==> src/rtl/bus_arb_pkg.sv <==
// Shared types and constants for the internal CPU bus source arbiter.
// Source indices follow the 32:1 bus multiplexer input ordering.
package bus_arb_pkg;

  localparam int N_SRC = 32;
  localparam int SEL_W = 5;

  typedef enum logic [1:0] {
    IDLE = 2'd0,
    OWN  = 2'd1,
    HOLD = 2'd2
  } state_t;

  localparam logic [SEL_W-1:0] SRC_R0     = 5'd0;
  localparam logic [SEL_W-1:0] SRC_R15    = 5'd15;
  localparam logic [SEL_W-1:0] SRC_HI     = 5'd16;
  localparam logic [SEL_W-1:0] SRC_LO     = 5'd17;
  localparam logic [SEL_W-1:0] SRC_ZHI    = 5'd18;
  localparam logic [SEL_W-1:0] SRC_ZLO    = 5'd19;
  localparam logic [SEL_W-1:0] SRC_PC     = 5'd20;
  localparam logic [SEL_W-1:0] SRC_MDR    = 5'd21;
  localparam logic [SEL_W-1:0] SRC_INPORT = 5'd22;
  localparam logic [SEL_W-1:0] SRC_C      = 5'd23;

endpackage

==> src/rtl/rr_priority_pick.sv <==
// Combinational round-robin picker: first set request strictly after ptr,
// wrapping, optionally ignoring one excluded index.
module rr_priority_pick
  import bus_arb_pkg::*;
(
  input  logic [N_SRC-1:0] req,
  input  logic [SEL_W-1:0] ptr,
  input  logic             excl_en,
  input  logic [SEL_W-1:0] excl_idx,
  output logic             found,
  output logic [SEL_W-1:0] idx
);

  logic [N_SRC-1:0]   req_m;
  logic [2*N_SRC-1:0] dbl;
  logic [N_SRC-1:0]   rot;
  logic [SEL_W-1:0]   start;
  logic [SEL_W-1:0]   ofs;

  // start wraps 31->0 naturally in 5 bits; bit 0 of rot is source ptr+1
  assign start = ptr + 5'd1;
  assign req_m = req & ~({{(N_SRC-1){1'b0}}, excl_en} << excl_idx);
  assign dbl   = {req_m, req_m} >> start;
  assign rot   = dbl[N_SRC-1:0];

  always_comb begin
    found = 1'b0;
    ofs   = '0;
    for (int i = N_SRC-1; i >= 0; i--) begin
      if (rot[i]) begin
        found = 1'b1;
        ofs   = SEL_W'(i);
      end
    end
  end

  assign idx = start + ofs;

endmodule

==> src/rtl/bus_source_arbiter.sv <==
// Round-robin owner of the shared CPU bus with bounded lock; all outputs registered
// so sel drives the bus mux Select directly.
module bus_source_arbiter
  import bus_arb_pkg::*;
#(
  parameter int MAX_HOLD = 4
) (
  input  logic             clock,
  input  logic             reset,
  input  logic [N_SRC-1:0] req,
  input  logic             lock,
  output logic [SEL_W-1:0] sel,
  output logic [N_SRC-1:0] gnt,
  output logic             bus_valid,
  output logic             hold_expired
);

  localparam int               HW        = (MAX_HOLD > 1) ? $clog2(MAX_HOLD) : 1;
  localparam logic [HW-1:0]    HOLD_LAST = HW'(MAX_HOLD - 1);

  state_t           state;
  logic [SEL_W-1:0] rr_ptr;
  logic [HW-1:0]    hold_cnt;

  logic             owned;
  logic             lock_req;
  logic             keep;
  logic             forced;
  logic             pick_found;
  logic [SEL_W-1:0] pick_idx;
  logic             win_any;
  logic [SEL_W-1:0] win_idx;

  // sel always names the current owner while owned
  assign owned    = (state != IDLE);
  assign lock_req = owned & lock & req[sel];
  assign keep     = lock_req & (hold_cnt < HOLD_LAST);
  assign forced   = lock_req & ~(hold_cnt < HOLD_LAST);

  rr_priority_pick u_pick (
    .req      (req),
    .ptr      (rr_ptr),
    .excl_en  (owned),
    .excl_idx (sel),
    .found    (pick_found),
    .idx      (pick_idx)
  );

  // A lone requesting owner is re-granted rather than dropping to idle
  always_comb begin
    win_any = 1'b0;
    win_idx = sel;
    if (pick_found) begin
      win_any = 1'b1;
      win_idx = pick_idx;
    end else if (owned && req[sel]) begin
      win_any = 1'b1;
    end
  end

  always_ff @(posedge clock) begin
    if (reset) begin
      state        <= IDLE;
      sel          <= '0;
      gnt          <= '0;
      bus_valid    <= 1'b0;
      hold_expired <= 1'b0;
      rr_ptr       <= SEL_W'(N_SRC - 1);
      hold_cnt     <= '0;
    end else begin
      hold_expired <= forced;
      if (keep) begin
        state    <= HOLD;
        hold_cnt <= hold_cnt + HW'(1);
      end else if (win_any) begin
        state     <= OWN;
        sel       <= win_idx;
        rr_ptr    <= win_idx;
        gnt       <= {{(N_SRC-1){1'b0}}, 1'b1} << win_idx;
        bus_valid <= 1'b1;
        hold_cnt  <= '0;
      end else begin
        state     <= IDLE;
        gnt       <= '0;
        bus_valid <= 1'b0;
        hold_cnt  <= '0;
      end
    end
  end

endmodule

==> config.mk <==
export PLATFORM = sky130hd
export DESIGN_NAME = bus_source_arbiter
export DESIGN_NICKNAME = d
export VERILOG_FILES = /design/src/rtl/bus_arb_pkg.sv /design/src/rtl/rr_priority_pick.sv /design/src/rtl/bus_source_arbiter.sv
export SDC_FILE = /design/constraint.sdc
export NUM_CORES = 1
export LEC_CHECK = 0
export CAP_MARGIN = 20
export CORE_MARGIN = 1
export CORE_UTILIZATION = 59
export CTS_BUF_LIST = sky130_fd_sc_hd__clkbuf_8
export CTS_CLUSTER_DIAMETER = 60
export CTS_CLUSTER_SIZE = 24
export DETAILED_ROUTE_END_ITERATION = 6
export PLACE_DENSITY = 0.83
export SLEW_MARGIN = 20
export SYNTH_ARGS = -nofsm -noshare
export SYNTH_HDL_FRONTEND = slang
export SYNTH_SLANG_ARGS = --single-unit
==> constraint.sdc <==
create_clock -name clock -period 7.55 [get_ports clock]
set_input_delay 1.1325 -clock clock [delete_from_list [all_inputs] [get_ports clock]]
set_output_delay 1.1325 -clock clock [all_outputs]
set_load 0.005 [all_outputs]
# After elaboration in Yosys (flattened, before gate mapping)
# Cells that the tools add are included.
[op_classes]
add_sub_neg = 3
n_lt_le_gt_ge = 2
shifts = 3
mux = 73
bitwise_logic = 8
n_reduce_logical = 5
[op_table]
columns = ["operator", "count"]
rows = [
  ["two-way mux 5 bit", 33],
  ["right shift 64 x 5 -> 32 bit", 1],
  ["two-way mux 1 bit", 37],
  ["AND 32 bit", 1],
  ["two-way mux 32 bit", 1],
  ["NOT 32 bit", 1],
  ["<< shifter 1 x 5 -> 32 bit", 1],
  ["<< shifter 1 x 5 -> 32 bit (first input constant)", 1],
  ["less-than comparator 5 x 6 -> 1 bit (second input constant)", 1],
  ["adder 5 x 1 -> 5 bit (second input constant)", 1],
  ["adder 5 bit", 1],
  ["binary-select mux 1 bit (select 5 bit)", 1],
  ["AND 1 bit", 4],
  ["OR reduction 2 bit", 2],
  ["adder 2 x 1 -> 2 bit (second input constant)", 1],
  ["less-than comparator 2 bit (second input constant)", 1],
  ["two-way mux 2 bit", 1],
  ["NOT 1 bit", 2],
  ["AND reduction 2 bit", 1],
  ["nonzero test 2 bit", 1],
  ["logical AND 1 bit", 1],
]
[word_totals]
ff_bits = 48
inputBits = 35
output_inout_bits = 39
wordCells = 102

# Longest topological paths before layout
# Gate-level depths: netlist (run 1).
[logic_depth]
ltp_word = 41
mapped_depth = 27
ltp_nobuf = 23

# Modules after synthesis
# Synthesis (run 1) repeated with hierarchy kept, for this count alone.
[hier_totals]
hier_cells = 671
area_unflattened_um2 = 5881.9
[by_module_without_submodules]
columns = ["mod", "n_inst", "cells_each", "area_each_um2", "seq_area_each_um2"]
rows = [
  ["rr_priority_pick", 1, 423, 3550.9, 0.0],
  ["bus_source_arbiter", 1, 248, 2331.0, 960.9],
]

# Worst setup path before layout (run 1)
# No wires, ideal clock.
[synth_timing]
path_type = "register to register"
start = "register rr_ptr[1]"
end = "register gnt[10]"
setup_ns = 0.117
arrival_time_ns = 5.399
t_required_ns = 7.433
path_slack_ns = 2.034
path_stages_with_launch = 28
period_less_slack_ns = 5.516
path_cell_list = "dfxtp_1 -> ha_1 -> buf_2 -> clkinv_1 -> clkbuf_1 -> clkbuf_1 -> clkbuf_1 -> nor2_1 -> o21ai_0 -> a21oi_1 -> a21oi_1 -> mux2_2 -> a2111oi_0 -> o21bai_1 -> a2111oi_0 -> o21ai_0 -> nand3_1 -> a211oi_1 -> ha_1 -> fa_1 -> a21o_1 -> a21oi_1 -> xnor2_1 -> o21ai_0 -> a31oi_2 -> buf_4 -> nor2_1 -> a22o_1"
[synth_via]
elab_chain_len = 38
word_cells_on_any_way = 71
cone_classes = "add/sub: 2; shift: 2; mux: 67"
[synth_lines]
columns = ["item", "line_no", "source"]
rows = [
  ["start: declaration", "bus_source_arbiter.sv:22", "logic [SEL_W-1:0] rr_ptr;"],
  ["start signal: assignment", "bus_source_arbiter.sv:68", "rr_ptr <= SEL_W'(N_SRC - 1);"],
  ["start signal: assignment", "bus_source_arbiter.sv:78", "rr_ptr <= win_idx;"],
  ["adder 5 x 1 -> 5 bit *", "rr_priority_pick.sv:21", "assign start = ptr + 5'd1;"],
  ["right shift 64 x 5 -> 32 bit", "rr_priority_pick.sv:23", "assign dbl = {req_m, req_m} >> start;"],
  ["two-way mux 5 bit (32 in series)", "rr_priority_pick.sv:30", "if (rot[i]) begin"],
  ["adder 5 bit", "rr_priority_pick.sv:37", "assign idx = start + ofs;"],
  ["two-way mux 5 bit", "bus_source_arbiter.sv:53", "if (pick_found) begin"],
  ["<< shifter 1 x 5 -> 32 bit", "bus_source_arbiter.sv:79", "gnt <= {{(N_SRC-1){1'b0}}, 1'b1} << win_idx;"],
  ["two-way mux 32 bit *", "bus_source_arbiter.sv:75", "end else if (win_any) begin"],
  ["end signal: assignment", "bus_source_arbiter.sv:79", ""],
  ["end: declaration", "bus_source_arbiter.sv:13", "output logic [N_SRC-1:0] gnt,"],
]
# Mark *: on every way between the ends. The rest lies on a longest branch, timed or not.
# A chain may end at the register's enable or synchronous reset.

# Worst setup path after layout (run 1)
[layout_timing]
start = "register sel[3]"
end = "register gnt[6]"
[layout_via]
elab_chain_len = 40
word_cells_on_any_way = 79
cone_classes = "add/sub: 1; shift: 3; mux: 70; bitwise: 4; reduce/logical: 1"
[layout_lines]
columns = ["item", "line_no", "source"]
rows = [
  ["start: declaration", "bus_source_arbiter.sv:12", "output logic [SEL_W-1:0] sel,"],
  ["start signal: assignment", "bus_source_arbiter.sv:77", "sel <= win_idx;"],
  ["<< shifter 1 x 5 -> 32 bit", "rr_priority_pick.sv:22", "assign req_m = req & ~({{(N_SRC-1){1'b0}}, excl_en} << excl_idx);"],
  ["NOT 32 bit", "rr_priority_pick.sv:22", ""],
  ["AND 32 bit", "rr_priority_pick.sv:22", ""],
  ["right shift 64 x 5 -> 32 bit", "rr_priority_pick.sv:23", ""],
  ["two-way mux 5 bit (32 in series)", "rr_priority_pick.sv:30", ""],
  ["adder 5 bit", "rr_priority_pick.sv:37", ""],
  ["two-way mux 5 bit", "bus_source_arbiter.sv:53", ""],
  ["<< shifter 1 x 5 -> 32 bit", "bus_source_arbiter.sv:79", ""],
  ["two-way mux 32 bit", "bus_source_arbiter.sv:75", ""],
]
# Parallel ways exist; a longest one is shown, timed or not. The select of a mux whose other input is x is not followed.

==> qor.yml, run 1 <==
post_cts_resized: 0
syn_nets: 842
crit_arrival_ps: 7180
setup_violations: 0
fillers: 833
gr-total-overflow: 0
post_cts_buffers: 0
clk_latency_ps: 320
rows: 37
final.min_clock_period_ps: 6970
ys_warn_count: 0
synth_cells: 800
ys_types: 99
fin_crit_sh: 0.923
synth_area_mm2: 0.00635
final-seq-area_um2: 962
nets: 875
ys_ff_latch: 48
skew_ps: 12.5
cts_max_level: 2
cp_data_required_time_ps: 7760
grt_max_degree: 36
timing.fmax_mhz: 144
worst_path_most_repeated_cell: "o21ai_0"
via_count: 7403
crit_path_end_kind: "register"
hp-start: "gnt[22]"
cts.sinks: 48
viasPerCell: 7.63
tns_ps: 0
drt_iter0_drc: 1129
ys_async_sr_fraction: 0
avgSynthCellArea_um2: 7.94
rsz0062_at_grt: "no"
path_cells: "buf_4 -> nand2b_1 -> o31ai_1 -> mux4_1 -> a222oi_1 -> o21ai_0 -> o221ai_1 -> o21ai_0 -> o21ai_0 -> o31ai_1 -> o21ai_0 -> nand3_1 -> a211oi_1 -> ha_1 -> fa_1 -> a21o_1 -> a21oi_1 -> xnor2_1 -> o21ai_0 -> a31oi_2 -> nor2_1 -> a22o_1"
die_width_um: 106
crit_buf_inv: 1
hold_buffers: 0
slew_headroom: 0.268
grt_pass1_vias: 7094
postRouteAntennaNets: 0
cp_max_fo: 21
slew_viol_final: 0
die_y_um: 106
n_antenna_cell: 0
cts_buffer_depth: 2
worstSetupStartpoint: "sel[3]"
worst_pin_slew_ps: 1090
reg2reg_from: "sel[3]"
clk_pin_slew_ps: 100
die_area_mm2: 0.0112
path_class: "reg2reg"
routedWlPerCell_um: 25.3
root_buffer: "clkbuf_8"
synth_ff_type: "dfxtp_1"
drt-total-wl_um: 24500
status: "finished clean"
multi_input_area_mm2: 0.00501
final_area_mm2: 0.00721
yosysSeqAreaShare: 0.151
grt_pass1_wl_um: 38500
gp_congestion: 1.07
hpwl_um: 18500
numCtsBuffers: 5
cts_tree: "yes"
start_util: 0.612
first_pass_iters: 6
worstSetupStartpointType: "register"
hold_class: "reg2reg"
dpl-instance-area_mm2: 0.00711
core_mm2: 0.0104
whs_ps: 451
track_usage: 0.436
port-buffer-count: 73
grt_antenna_before_repair: 0
cp_top_family: "compound AO/OA/AOI/OAI gates"
io_pins: 74
area_growth_pct: 13.5
synth_edf_count: 0
crit_path_max_incr_delay_ps: 930
hold_viol: 0
max_cap_violations: 0
crit_slowest_cell: "dfxtp_1"
route.detailed.drc: 0
drive_gt1_frac: 0.128
[path summary, 6_finish.rpt]
| path | to | slack [ps] | cells past startpoint |
|---|---|---|---|
| worst max-delay path | gnt[6] | 580 | 22 |
| worst min-delay path | gnt[22] | 450 | 2 |
| worst max register to register | gnt[6] | 580 | 22 |
| worst min register to register | gnt[22] | 450 | 2 |
[synth_stat cells, types with 9 or more instances]
cell / count / area (µm²)
o21ai_0: 36 / 180
o211ai_1: 17 / 128
mux2i_1: 54 / 541
clkbuf_1: 34 / 128
inv_1: 10 / 37.5
dfxtp_1: 48 / 961
nand2b_1: 14 / 87.6
mux4_2: 15 / 338
buf_2: 19 / 95.1
a22o_1: 17 / 149
o32ai_1: 14 / 123
nor3_1: 28 / 140
nor2_1: 64 / 240
nor2b_1: 13 / 81.3
o31ai_1: 9 / 67.6
o21ai_1: 15 / 75.1
a41oi_1: 9 / 78.8
a21oi_1: 27 / 135
nand3_1: 20 / 100
mux2_2: 27 / 304
o211a_1: 13 / 130
a22oi_1: 9 / 67.6
or3_1: 9 / 56.3
nand2_1: 73 / 274
o22ai_1: 9 / 56.3
[flip-flops by register name (all words and copies together), names as in the netlist]
name / cells
bus_valid: 1
gnt: 32
hold_cnt: 2
hold_expired: 1
rr_ptr: 5
sel: 5
state: 2
[stage by stage]
step                instances  setup WS [ps]  utilization
floorplan                 800           2030            -
global placement          962            890        0.685
detailed placement        962            707        0.685
CTS                       970            830        0.694
global route              970           94.7        0.695
finish                    970            582        0.695
[area by class of cell]
type	count	area share
inverter	11	0.00573
sequential	48	0.134
multi-input combinational	668	0.695
clock inverter	3	0.00365
timing repair buffer	99	0.128
clock buffer	5	0.00955
tap	136	0.0236
[per-layer routing]
| metal | GRT usage | share of wire | vias to the layer above |
|---|---|---|---|
| met4 | 0.237 | 0.059 | 0 |
| li1 | - | - | 3209 |
| met2 | 0.719 | 0.45 | 608 |
| met3 | 0.0717 | 0.11 | 129 |
| met1 | 0.542 | 0.38 | 3457 |
| met5 | 0 | 0 | - |
[cell usage in the layout (no fill, tap or decap), types with 8 or more instances in the layout]
cell type,instances
nand3_1,20
mux2_2,27
nor2b_1,13
a211oi_1,8
nand2b_1,14
o221ai_1,8
inv_1,10
nor3_1,28
nand2_1,73
buf_4,26
a22o_1,17
o21ai_0,36
a41oi_1,9
clkdlybuf4s50_1,73
a22oi_1,9
o21ai_1,15
dfxtp_1,47
o211a_1,13
nor2_1,63
mux4_2,15
mux2i_1,54
a31oi_1,8
o211ai_1,17
a21oi_1,27
or3_1,9
o32ai_1,14
o31ai_1,9
o22ai_1,9
[worst min-delay path: stages, from the launching register on]
cell and delay, ps:
dfxtp_1 320, nand2_1 50, o21ai_1 50
[logic make-up (layout without fill, tap and decap cells)]
kind of cell,Yosys count,count (layout),synth area share
buf+inv,84,118,0.0644
mux,99,99,0.196
flops,48,48,0.151
xor+xnor,11,11,0.0164
compound gates,281,281,0.343
fa+ha+maj,7,7,0.0150
simple gates,270,270,0.214
Power of run 1 is left out: the tool's default activity adds up to more than one toggle a clock period on the data nets, which glitch-free logic cannot reach.
==> run 2, diff against run 1 <==
--- a/config.mk
+++ b/config.mk
@@ -6,6 +6,7 @@
 export NUM_CORES = 1
 export LEC_CHECK = 0
 export CAP_MARGIN = 20
+export CORE_ASPECT_RATIO = 1.75
 export CORE_MARGIN = 1
 export CORE_UTILIZATION = 59
 export CTS_BUF_LIST = sky130_fd_sc_hd__clkbuf_8
==> run 2 against run 1 <==
Flip-flop and latch count did not move; global-route usage rose by 9.1 points; non-clock buffer count did not move; cell area barely moved; largest cell class unchanged; the flow now finishes with violations (design-rule violations); first-iteration DRC count fell by 5.6%; register-to-register slack got worse by 270 ps; maximum frequency fell by 3.7%; critical path depth fell by 1; worst hold slack improved by 1.5 ps; count of clock-buffer cells in the layout rose by 1.
==> qor.yml, run 2 (synthesis gave the netlist of run 1 again) <==
status: "complete, but fails checks"
violations: "design-rule violations"
start_util: 0.613
core_mm2: 0.0104
crit_path_max_incr_delay_ps: 950
die_area_mm2: 0.0112
worst_pin_slew_ps: 1010
die_width_um: 80.4
timing.fmax_mhz: 138
grt_antenna_before_repair: 0
final.min_clock_period_ps: 7240
worstSetupStartpointType: "register"
post_cts_resized: 0
hold_buffers: 0
tns_ps: 0
track_usage: 0.528
cp_data_required_time_ps: 7790
path_cells: "nand2b_1 -> o41ai_1 -> mux2i_1 -> o22a_1 -> a22oi_1 -> o21ai_0 -> a2111oi_0 -> o21bai_1 -> a2111oi_0 -> o21ai_0 -> nand3_1 -> a211oi_1 -> ha_1 -> fa_1 -> a21o_1 -> a21oi_1 -> xnor2_1 -> o21ai_0 -> a31oi_2 -> nand2_1 -> o21ai_0"
final_area_mm2: 0.00721
setup_violations: 0
hold_class: "reg2reg"
crit_path_end_kind: "register"
post_cts_buffers: 0
top_regs: "gnt x32, rr_ptr x5, sel x5"
final_cell_mix: "nand2_1, clkdlybuf4s50_1, nor2_1"
cts_buffer_depth: 2
slew_headroom: 0.310
path_class: "reg2reg"
route.detailed.drc: 1
cts_max_level: 2
postRouteAntennaNets: 0
hold_viol: 0
first_pass_iters: 7
via_count: 7648
grt_pass1_wl_um: 44200
crit_slowest_cell: "o41ai_1"
top_register: "gnt"
crit_arrival_ps: 7470
n_antenna_cell: 0
area_growth_pct: 13.6
io_pins: 74
drive_gt1_frac: 0.131
cts.sinks: 48
setup_ws_ps: 314
grt_max_degree: 49
gr-total-overflow: 0
rsz0062_at_grt: "no"
cts_tree: "yes"
slew_viol_final: 0
skew_ps: 15.1
nets: 875
gp_congestion: 1.06
largest_register_ffs: 32
routedWlPerCell_um: 29.4
root_buffer: "clkbuf_8"
die_y_um: 139
drt-total-wl_um: 28300
grt_pass1_vias: 7446
cp_max_fo: 17
dpl-instance-area_mm2: 0.00710
place_ws_ps: 539
viasPerCell: 7.96
clk_latency_ps: 330
fin_crit_sh: 0.958
rows: 49
drt_iter0_drc: 1066
port-buffer-count: 73
clk_pin_slew_ps: 100
worst_path_most_repeated_cell: "o21ai_0"
hpwl_um: 21000
numCtsBuffers: 5
max_cap_violations: 0
run 2: cell types whose count changed in the layout (fill, tap and decap cells not counted):
| cell | change |
|---|---|
| o21ai_1 | +1 |
| clkbuf_8 | +1 |
| xnor2_2 | +1 |
| clkinv_4 | -1 |
| xnor2_1 | -1 |
| o21ai_0 | -1 |
| o41ai_1 | -1 |
| clkinvlp_4 | +2 |
| inv_6 | -2 |
| o41ai_2 | +1 |
run 2: worst paths after layout:
path	cells past startpoint	slack [ps]	start	endpoint
max	21	310	sel[4]	gnt[23]
min	2	450	gnt[24]	gnt[24]
max reg2reg	21	310	sel[4]	gnt[23]
min reg2reg	2	450	gnt[24]	gnt[24]
run 2: metal layers:
metal / track usage / share of wire / vias up
met5: 0.0143 / 0 / -
met4: 0.469 / 0.12 / 0
met3: 0.227 / 0.11 / 251
met2: 0.809 / 0.45 / 662
met1: 0.527 / 0.32 / 3513
li1: - / - / 3222
run 2: worst max-delay path: cells and delay by family, from the launching register on:
| kind | cells | cell delay, ps |
|---|---|---|
| compound gates | 14 | 4540 |
| xor+xnor | 1 | 160 |
| fa+ha+maj | 2 | 690 |
| flops | 1 | 530 |
| mux | 1 | 300 |
| simple gates | 3 | 890 |
run 2: area by class of cell:
class                      count  area [µm²]
tap                          127         159
multi-input combinational    668        5030
timing repair buffer          99         926
fill                         845        3150
inverter                      11        41.3
clock buffer                   6        82.6
clock inverter                 2        15.0
sequential                    48         962
run 2: per-stage QoR:
step / std cells / hold WS (ps) / util
after CTS: 961 / 450 / 0.695
after floorplan: 800 / 408 / -
after global placement: 953 / 414 / 0.685
final: 961 / 452 / 0.696
after detailed placement: 953 / 441 / 0.685
after global routing: 961 / 478 / 0.696
Power of run 2 is left out for the same reason.
==> run 3, diff against run 2 <==
--- a/config.mk
+++ b/config.mk
@@ -13,6 +13,7 @@
 export CTS_CLUSTER_DIAMETER = 60
 export CTS_CLUSTER_SIZE = 24
 export DETAILED_ROUTE_END_ITERATION = 6
+export GPL_ROUTABILITY_DRIVEN = 0
 export PLACE_DENSITY = 0.83
 export SLEW_MARGIN = 20
 export SYNTH_ARGS = -nofsm -noshare
==> run 3 against run 2 <==
The run still ends with design-rule violations left; largest cell class unchanged; global-route usage shrank 1.5 points; register-to-register slack lost 100 ps; core utilization shrank 0.34 points; cell area shrank 0.49%; worst setup slack lost 100 ps; first-iteration DRC count grew 42%; flip-flop and latch count is the same; routed wire length shrank 5.5%; count of clock-buffer cells in the layout shrank 1; clock skew shrank 6.1 ps; die area is the same.
==> qor.yml, run 3 (synthesis gave the netlist of run 1 again) <==
status: "complete, but fails checks"
violations: "design-rule violations"
grt_max_degree: 52
cts_tree: "yes"
die_width_um: 80.4
cp_data_required_time_ps: 7760
hold_viol: 0
fin_crit_sh: 0.972
die_y_um: 139
gr-total-overflow: 0
path_cells: "nand2b_1 -> o31ai_1 -> mux4_1 -> a222oi_1 -> o21ai_0 -> o221ai_1 -> nor4_1 -> a21oi_1 -> o31ai_1 -> a31oi_1 -> ha_1 -> a21o_1 -> a21oi_1 -> xnor2_1 -> o21ai_0 -> a31oi_2 -> nor2_1 -> a22o_1"
top_register: "gnt"
final_cell_mix: "nand2_1, clkdlybuf4s50_1, nor2_1"
cp_max_fo: 20
worstSetupStartpointType: "register"
routedWlPerCell_um: 28.0
drive_gt1_frac: 0.126
core_mm2: 0.0104
cts_max_level: 2
hold_class: "reg2reg"
rows: 49
path_class: "reg2reg"
crit_arrival_ps: 7540
route.detailed.drc: 34
fillers: 844
skew_ps: 8.93
drt-total-wl_um: 26700
die_area_mm2: 0.0112
final-seq-area_um2: 962
slew_headroom: 0.274
clk_latency_ps: 310
viasPerCell: 8.12
first_pass_iters: 7
rsz0062_at_grt: "no"
setup_violations: 0
place_ws_ps: 644
nets: 870
numCtsBuffers: 5
crit_slowest_cell: "o31ai_1"
setup_ws_ps: 214
cp_top_family: "compound AO/OA/AOI/OAI gates"
whs_ps: 453
port-buffer-count: 73
track_usage: 0.513
grt_pass1_vias: 7757
reg2reg_from: "sel[0]"
io_pins: 74
n_antenna_cell: 0
clk_pin_slew_ps: 90
max_cap_violations: 0
final_cell_count_no_fill: 955
hpwl_um: 19700
cts_buffer_depth: 2
via_count: 7754
worst_pin_slew_ps: 1080
start_util: 0.613
multi_input_area_mm2: 0.00504
cts.sinks: 48
crit_path_max_incr_delay_ps: 980
postRouteAntennaNets: 0
hold_buffers: 0
drt_iter0_drc: 1510
grt_antenna_before_repair: 0
area_growth_pct: 13.0
top_regs: "gnt x32, rr_ptr x5, sel x5"
dp_cells: 948
largest_register_ffs: 32
crit_buf_inv: 0
worstSetupStartpoint: "sel[0]"
grt_pass1_wl_um: 43900
slew_viol_final: 0
timing.fmax_mhz: 136
tns_ps: 0
root_buffer: "clkbuf_8"
hp-start: "hold_cnt[0]"
crit_path_end_kind: "register"
final.min_clock_period_ps: 7340
-- run 3: final cells by class --
cell class,count,share of cell area
Clock buffer,5,0.00959
Multi-Input combinational cell,668,0.702
Tap cell,127,0.0221
Sequential cell,48,0.134
Clock inverter,2,0.00122
Inverter,11,0.00575
Timing Repair Buffer,94,0.126
-- run 3: worst paths after layout --
kind / endpoint / slack (ps) / cells past startpoint
worst max-delay path: gnt[2] / 210 / 18
worst min-delay path: hold_cnt[0] / 450 / 1
worst max register to register: gnt[2] / 210 / 18
worst min register to register: hold_cnt[0] / 450 / 1
-- run 3: stage by stage --
stage / area [µm²] / util
after global placement: 7080 / 0.683
final: 7180 / 0.693
after floorplan: 6350 / -
after CTS: 7160 / 0.691
after detailed placement: 7080 / 0.683
after global routing: 7180 / 0.693
-- run 3: worst reg2reg max path, cell delays in order (launching register included) --
cell and delay [ps]:
dfxtp_1 940, nand2b_1 440, o31ai_1 980, mux4_1 620, a222oi_1 190, o21ai_0 190, o221ai_1 300, nor4_1 720
a21oi_1 180, o31ai_1 300, a31oi_1 140, ha_1 350, a21o_1 190, a21oi_1 210, xnor2_1 180, o21ai_0 150
a31oi_2 710, nor2_1 210, a22o_1 250
-- run 3: layer usage --
metal  part of all wire  global-route usage  up-vias
met3               0.11               0.206      331
met4               0.12               0.450        0
met2               0.46               0.780      748
li1                   -                   -     3187
met5                  0              0.0143        -
met1               0.31               0.529     3488
-- run 3: timing repair --
item,in CTS,in global routing
endpoints found under the setup margin,0,26
resized for setup,0,1
setup buffers,0,0
Power of run 3 is left out for the same reason.
